File: src/rtl/alu_issue_ctrl.sv
// Issue controller for the external 16-bit combinational ALU. It decodes one instruction
// per handshake from a 16x16 register file, drives the ALU, then writes back the result and the PSR.
module alu_issue_ctrl #(
    parameter int DATA_W = 16,
    parameter int NREGS  = 16
) (
    input  logic              clk,
    input  logic              reset,
    input  logic              instr_valid,
    output logic              instr_ready,
    input  logic [15:0]       instr,
    output logic [DATA_W-1:0] alu_A,
    output logic [DATA_W-1:0] alu_B,
    output logic [7:0]        alu_opcode,
    output logic              alu_cin,
    input  logic [DATA_W-1:0] alu_C,
    input  logic [4:0]        alu_flags,
    output logic [4:0]        psr,
    output logic              done,
    output logic              illegal,
    input  logic              dbg_we,
    input  logic [3:0]        dbg_waddr,
    input  logic [DATA_W-1:0] dbg_wdata,
    input  logic [3:0]        dbg_raddr,
    output logic [DATA_W-1:0] dbg_rdata
);

    localparam logic [1:0] ST_IDLE  = 2'd0;
    localparam logic [1:0] ST_ISSUE = 2'd1;
    localparam logic [1:0] ST_WB    = 2'd2;

    logic [1:0]        state_q, state_d;
    logic [DATA_W-1:0] alu_a_q, alu_a_d;
    logic [DATA_W-1:0] alu_b_q, alu_b_d;
    logic [7:0]        alu_op_q, alu_op_d;
    logic              alu_cin_q, alu_cin_d;
    logic [3:0]        rd_q, rd_d;
    logic              wb_en_q, wb_en_d;
    logic [DATA_W-1:0] c_hold_q, c_hold_d;
    logic [4:0]        flags_hold_q, flags_hold_d;
    logic [4:0]        psr_q, psr_d;
    logic              done_q, done_d;
    logic              illegal_q, illegal_d;

    logic [DATA_W-1:0] regs_q [NREGS];
    logic [NREGS-1:0]  reg_we;
    logic [DATA_W-1:0] reg_wdata;

    logic [3:0]        op_hi;
    logic [3:0]        ext;
    logic              is_reg;
    logic              is_imm;
    logic              uses_cin;
    logic              no_wb;
    logic [DATA_W-1:0] imm_ext;
    logic [DATA_W-1:0] operand_b;

    // Instruction decode; only 0110 zero-extends its immediate, the rest sign-extend.
    always_comb begin
        op_hi    = instr[15:12];
        ext      = instr[7:4];
        is_reg   = (op_hi == 4'b0000) || (op_hi == 4'b1000);
        is_imm   = 1'b0;
        case (op_hi)
            4'b0101, 4'b0110, 4'b0111, 4'b1001, 4'b1011: is_imm = 1'b1;
            default: is_imm = 1'b0;
        endcase
        uses_cin = ((op_hi == 4'b0000) && ((ext == 4'b0111) || (ext == 4'b1000)))
                   || (op_hi == 4'b0111);
        no_wb    = (op_hi == 4'b1011)
                   || ((op_hi == 4'b0000) && ((ext == 4'b1011) || (ext == 4'b1111)));
        imm_ext  = (op_hi == 4'b0110) ? {{(DATA_W-8){1'b0}}, instr[7:0]}
                                      : {{(DATA_W-8){instr[7]}}, instr[7:0]};
        operand_b = is_reg ? regs_q[instr[3:0]] : imm_ext;
    end

    always_comb begin
        state_d      = state_q;
        alu_a_d      = alu_a_q;
        alu_b_d      = alu_b_q;
        alu_op_d     = alu_op_q;
        alu_cin_d    = alu_cin_q;
        rd_d         = rd_q;
        wb_en_d      = wb_en_q;
        c_hold_d     = c_hold_q;
        flags_hold_d = flags_hold_q;
        psr_d        = psr_q;
        done_d       = 1'b0;
        illegal_d    = 1'b0;
        reg_we       = '0;
        reg_wdata    = dbg_wdata;
        case (state_q)
            ST_IDLE: begin
                // A debug write takes priority and blocks the handshake this cycle.
                if (dbg_we) begin
                    reg_we[dbg_waddr] = 1'b1;
                end else if (instr_valid) begin
                    if (is_reg || is_imm) begin
                        alu_a_d   = regs_q[instr[11:8]];
                        alu_b_d   = operand_b;
                        alu_op_d  = {op_hi, ext};
                        alu_cin_d = uses_cin ? psr_q[3] : 1'b0;
                        rd_d      = instr[11:8];
                        wb_en_d   = ~no_wb;
                        state_d   = ST_ISSUE;
                    end else begin
                        illegal_d = 1'b1;
                    end
                end
            end
            ST_ISSUE: begin
                c_hold_d     = alu_C;
                flags_hold_d = alu_flags;
                done_d       = 1'b1;
                state_d      = ST_WB;
            end
            ST_WB: begin
                psr_d = flags_hold_q;
                if (wb_en_q) begin
                    reg_we[rd_q] = 1'b1;
                end
                reg_wdata = c_hold_q;
                state_d   = ST_IDLE;
            end
            default: state_d = ST_IDLE;
        endcase
    end

    always_ff @(posedge clk) begin
        if (reset) begin
            state_q      <= ST_IDLE;
            alu_a_q      <= '0;
            alu_b_q      <= '0;
            alu_op_q     <= '0;
            alu_cin_q    <= 1'b0;
            rd_q         <= '0;
            wb_en_q      <= 1'b0;
            c_hold_q     <= '0;
            flags_hold_q <= '0;
            psr_q        <= '0;
            done_q       <= 1'b0;
            illegal_q    <= 1'b0;
        end else begin
            state_q      <= state_d;
            alu_a_q      <= alu_a_d;
            alu_b_q      <= alu_b_d;
            alu_op_q     <= alu_op_d;
            alu_cin_q    <= alu_cin_d;
            rd_q         <= rd_d;
            wb_en_q      <= wb_en_d;
            c_hold_q     <= c_hold_d;
            flags_hold_q <= flags_hold_d;
            psr_q        <= psr_d;
            done_q       <= done_d;
            illegal_q    <= illegal_d;
        end
    end

    generate
        for (genvar gi = 0; gi < NREGS; gi++) begin : g_regfile
            always_ff @(posedge clk) begin
                if (reset) begin
                    regs_q[gi] <= '0;
                end else if (reg_we[gi]) begin
                    regs_q[gi] <= reg_wdata;
                end
            end
        end
    endgenerate

    assign instr_ready = (state_q == ST_IDLE) && !dbg_we;
    assign alu_A       = alu_a_q;
    assign alu_B       = alu_b_q;
    assign alu_opcode  = alu_op_q;
    assign alu_cin     = alu_cin_q;
    assign psr         = psr_q;
    assign done        = done_q;
    assign illegal     = illegal_q;
    assign dbg_rdata   = regs_q[dbg_raddr];

endmodule

File: config.mk
export PLATFORM = sky130hd
export DESIGN_NAME = alu_issue_ctrl
export DESIGN_NICKNAME = d
export VERILOG_FILES = /design/src/rtl/alu_issue_ctrl.sv
export SDC_FILE = /design/constraint.sdc
export NUM_CORES = 1
export LEC_CHECK = 0
export BUFFER_PORTS_ARGS = -buffer_cell sky130_fd_sc_hd__buf_2
export CORE_MARGIN = 1.5
export CORE_UTILIZATION = 46
export CTS_BUF_LIST = sky130_fd_sc_hd__clkbuf_2 sky130_fd_sc_hd__clkbuf_4 sky130_fd_sc_hd__clkbuf_8
export CTS_CLUSTER_SIZE = 30
export DETAILED_ROUTE_END_ITERATION = 6
export PLACE_DENSITY = 0.63
export SYNTH_ARGS = -nofsm -noshare
export SYNTH_HDL_FRONTEND = slang
export SYNTH_SLANG_ARGS = --single-unit
File: constraint.sdc
create_clock -name clk -period 5.7 [get_ports clk]
set_input_delay 0.285 -clock clk [delete_from_list [all_inputs] [get_ports clk]]
set_output_delay 0.285 -clock clk [all_outputs]
set_load 0.03 [all_outputs]
==> impl_metrics.json <==
{
  "synth-main-ff-cell": "edfxtp_1",
  "start_kind": "input pin",
  "hold_class": "input pin to flip-flop",
  "root_buffer": "clkbuf_8",
  "met3_length_um": 7300,
  "chipHeight_um": 202,
  "path_max_fanout": 38,
  "finClkSkew_ns": 0.0383,
  "nets": 1593,
  "grt_overflow": 0,
  "crit_path_end_kind": "output pin",
  "wl_met2_um": 29200,
  "ys_types": 55,
  "synth_seq_cells": 332,
  "drtIter0Drc": 1934,
  "cts_sinks": 332,
  "r2r_slack_ns": 3.02,
  "clock.fmax_mhz": 322,
  "p_per_area_nw_per_um2": 284,
  "finalCritPeriodShare_pct": 54.5,
  "crit_end": "dbg_rdata[10]",
  "antenna_found_initial": 0,
  "finalWirelength_um": 62200,
  "die_w_um": 202,
  "cts_buffer_depth": 3,
  "crit_type": "input pin to output pin",
  "tightestPinTransition_ns": 1.34,
  "cts.clk_slew.worst_paths_ns": 0.07,
  "firstDrtPassIters": 5,
  "finalSetupTns_ns": 0,
  "synth_top_area_share_pct": 42.1,
  "syn-instance-count": 1409,
  "grt_pass1_wl_um": 89800,
  "hold_viol_final": 0,
  "grt_usage_pct": 30.4,
  "reg2reg_to": "alu_B[5]$_SDFFE_PP0P_",
  "numCtsBuffers": 55,
  "final_layout_size_suffix_gt1_share_pct": 32.9,
  "ant_nets": 0,
  "crit_required_ns": 5.41,
  "post_synth.cell_area_avg_um2": 13.0,
  "report.final.slew_viol_count": 0,
  "synth_area_leader_cell": "edfxtp_1",
  "leakagePower_nw": 7.69,
  "highest_layer": "met4",
  "num_rows": 72,
  "synthesis.nets": 1474,
  "h-tree-depth": 2,
  "setup_viol": 0,
  "async_flop_share_pct": 0,
  "synth_edf_count": 256,
  "remaining_drc_errors": 0,
  "first_global_vias": 13500,
  "layout_commonest_cell": "nor2_1",
  "layout_common_cells": "nor2_1, edfxtp_1, mux4_2",
  "cpMaxStageDelayCell": "buf_4",
  "drv_cap": 0,
  "path_cells": "buf_4, buf_4, mux4_2, mux4_2, buf_2",
  "timing.rr.start": "state_q[0]$_SDFFE_PP0P_",
  "via_per_inst": 6.56,
  "wl_met1_um": 22800,
  "rsz0062_at_grt": "no",
  "place_congestion": 0.866,
  "syn-cell-area_um2": 18300,
  "finalWorstSetupSlack_ns": 2.59,
  "arrival_ns": 2.82,
  "clk_latency_ns": 0.62,
  "layout_min_cycle_time_ns": 3.11,
  "dp_hpwl_um": 37900,
  "ios": 130,
  "slew_headroom_pct": 11.0,
  "synth-seq-area-share_pct": 50.4,
  "wl_per_cell_um": 29.7,
  "area_delta_synth_final_pct": 13.5,
  "status": "completed",
  "die-area_um2": 40900,
  "max_stage_delay_ns": 0.60,
  "placeableCoreArea_um2": 38900,
  "portBuffers": 129,
  "startpoint": "dbg_raddr[0]",
  "synth.area.top_cells": "edfxtp_1, mux4_2, dfxtp_1",
  "via_count": 13700,
  "grt_max_degree": 61,
  "reg2regPathDepth": 6,
  "pre_cts_ws_ns": 2.51,
  "cts_tree": "built",
  "post-cts-setup-buffer-count": 0,
  "peakVddDrop_uv": 214,
  "diodes": 0,
  "start_util_pct": 46.9,
  "ys_warn_count": 0
}
-- flip-flops by register name, indices dropped and copies added (netlist names) --
register / flops
flags_hold_q: 5
rd_q: 4
done: 1
psr: 5
alu_B: 16
alu_A: 16
c_hold_q: 16
alu_cin: 1
regs_q: 256
wb_en_q: 1
state_q: 2
illegal: 1
alu_opcode: 8
-- synthesized netlist by cell type, types with 6 or more instances --
cell type  count
a21oi_1       57
a22oi_1       37
nor2_1       277
nor2b_1       11
edfxtp_1     256
dfxtp_1       76
mux2_2        16
a22o_1         6
or2_1          7
or2_2         10
a2111oi_0      7
a221oi_1       7
nor2_2        10
buf_1          6
mux2i_1       46
buf_6          9
nand2_1      139
mux4_2       196
buf_2         58
nor3_1        12
a211oi_1       9
nand2b_1      25
o22ai_1        9
clkbuf_1      62
-- critical path: cells and delay by family --
kind / cells / cell delay [ns]
buffers and inverters: 3 / 1.38
muxes: 2 / 1.11
-- timing repair --
item / CTS / global route
endpoints found under the hold margin: 30 / 0
hold buffers: 30 / 0
resized for setup: 0 / 0
-- power by group --
group          switching [W]  leakage, nW  internal (W)
Combinational       0.000465         3.79      0.000334
Sequential         0.0000771         3.25       0.00270
Clock               0.000997        0.644       0.00130
-- worst min path at each step --
stage                                    from                         to  slack [ns]  depth (start not counted)
floorplan                            alu_C[0]   c_hold_q[0]$_SDFFE_PP0P_        0.42                          2
CTS                               instr_valid         illegal$_SDFF_PP0_        0.01                          3
detailed placement        psr[2]$_SDFFE_PP0P_        psr[2]$_SDFFE_PP0P_        0.45                          2
global placement    c_hold_q[12]$_SDFFE_PP0P_  c_hold_q[12]$_SDFFE_PP0P_        0.44                          2
global route                      instr_valid         illegal$_SDFF_PP0_        0.03                          3
finish                            instr_valid         illegal$_SDFF_PP0_        0.03                          3
-- final cells by class --
type	instances	area, µm²
Clock inverter	20	170
Clock buffer	82	1040
Multi-Input combinational cell	933	8360
Sequential cell	332	9210
Tap cell	518	648
Fill cell	3360	18200
Timing Repair Buffer	206	1310
-- layer usage --
layer | global-route usage [%] | vias to the layer above
li1 | - | 5610
met1 | 40.6 | 6914
met2 | 47.8 | 994
met3 | 6.74 | 191
met4 | 13.8 | 0
met5 | 0 | -
-- through the flow --
step	power, W	instances	hold WS (ns)	util, %	instance area, µm²
2_1_floorplan	0.00333	1409	0.421	-	18300
3_3_place_gp	0.00359	1959	0.442	49.4	19200
3_5_place_dp	0.00360	1959	0.447	49.4	19200
4_1_cts	0.00588	2091	0.0136	53.3	20700
5_1_grt	0.00605	2091	0.0272	53.3	20700
6_report	0.00588	2091	0.0318	53.3	20700
-- kinds of logic (layout without fill, tap and decap cells) --
logic type | count (synthesis) | count (layout) | share of synthesized area, %
DFF | 332 | 332 | 50.4
buffers and inverters | 144 | 308 | 3.94
muxes | 258 | 258 | 27.7
and+or+nand+nor | 525 | 525 | 12.4
AOI/OAI and AO/OA | 150 | 150 | 5.53
No activity file was read; power rests on OpenSTA's default activity.
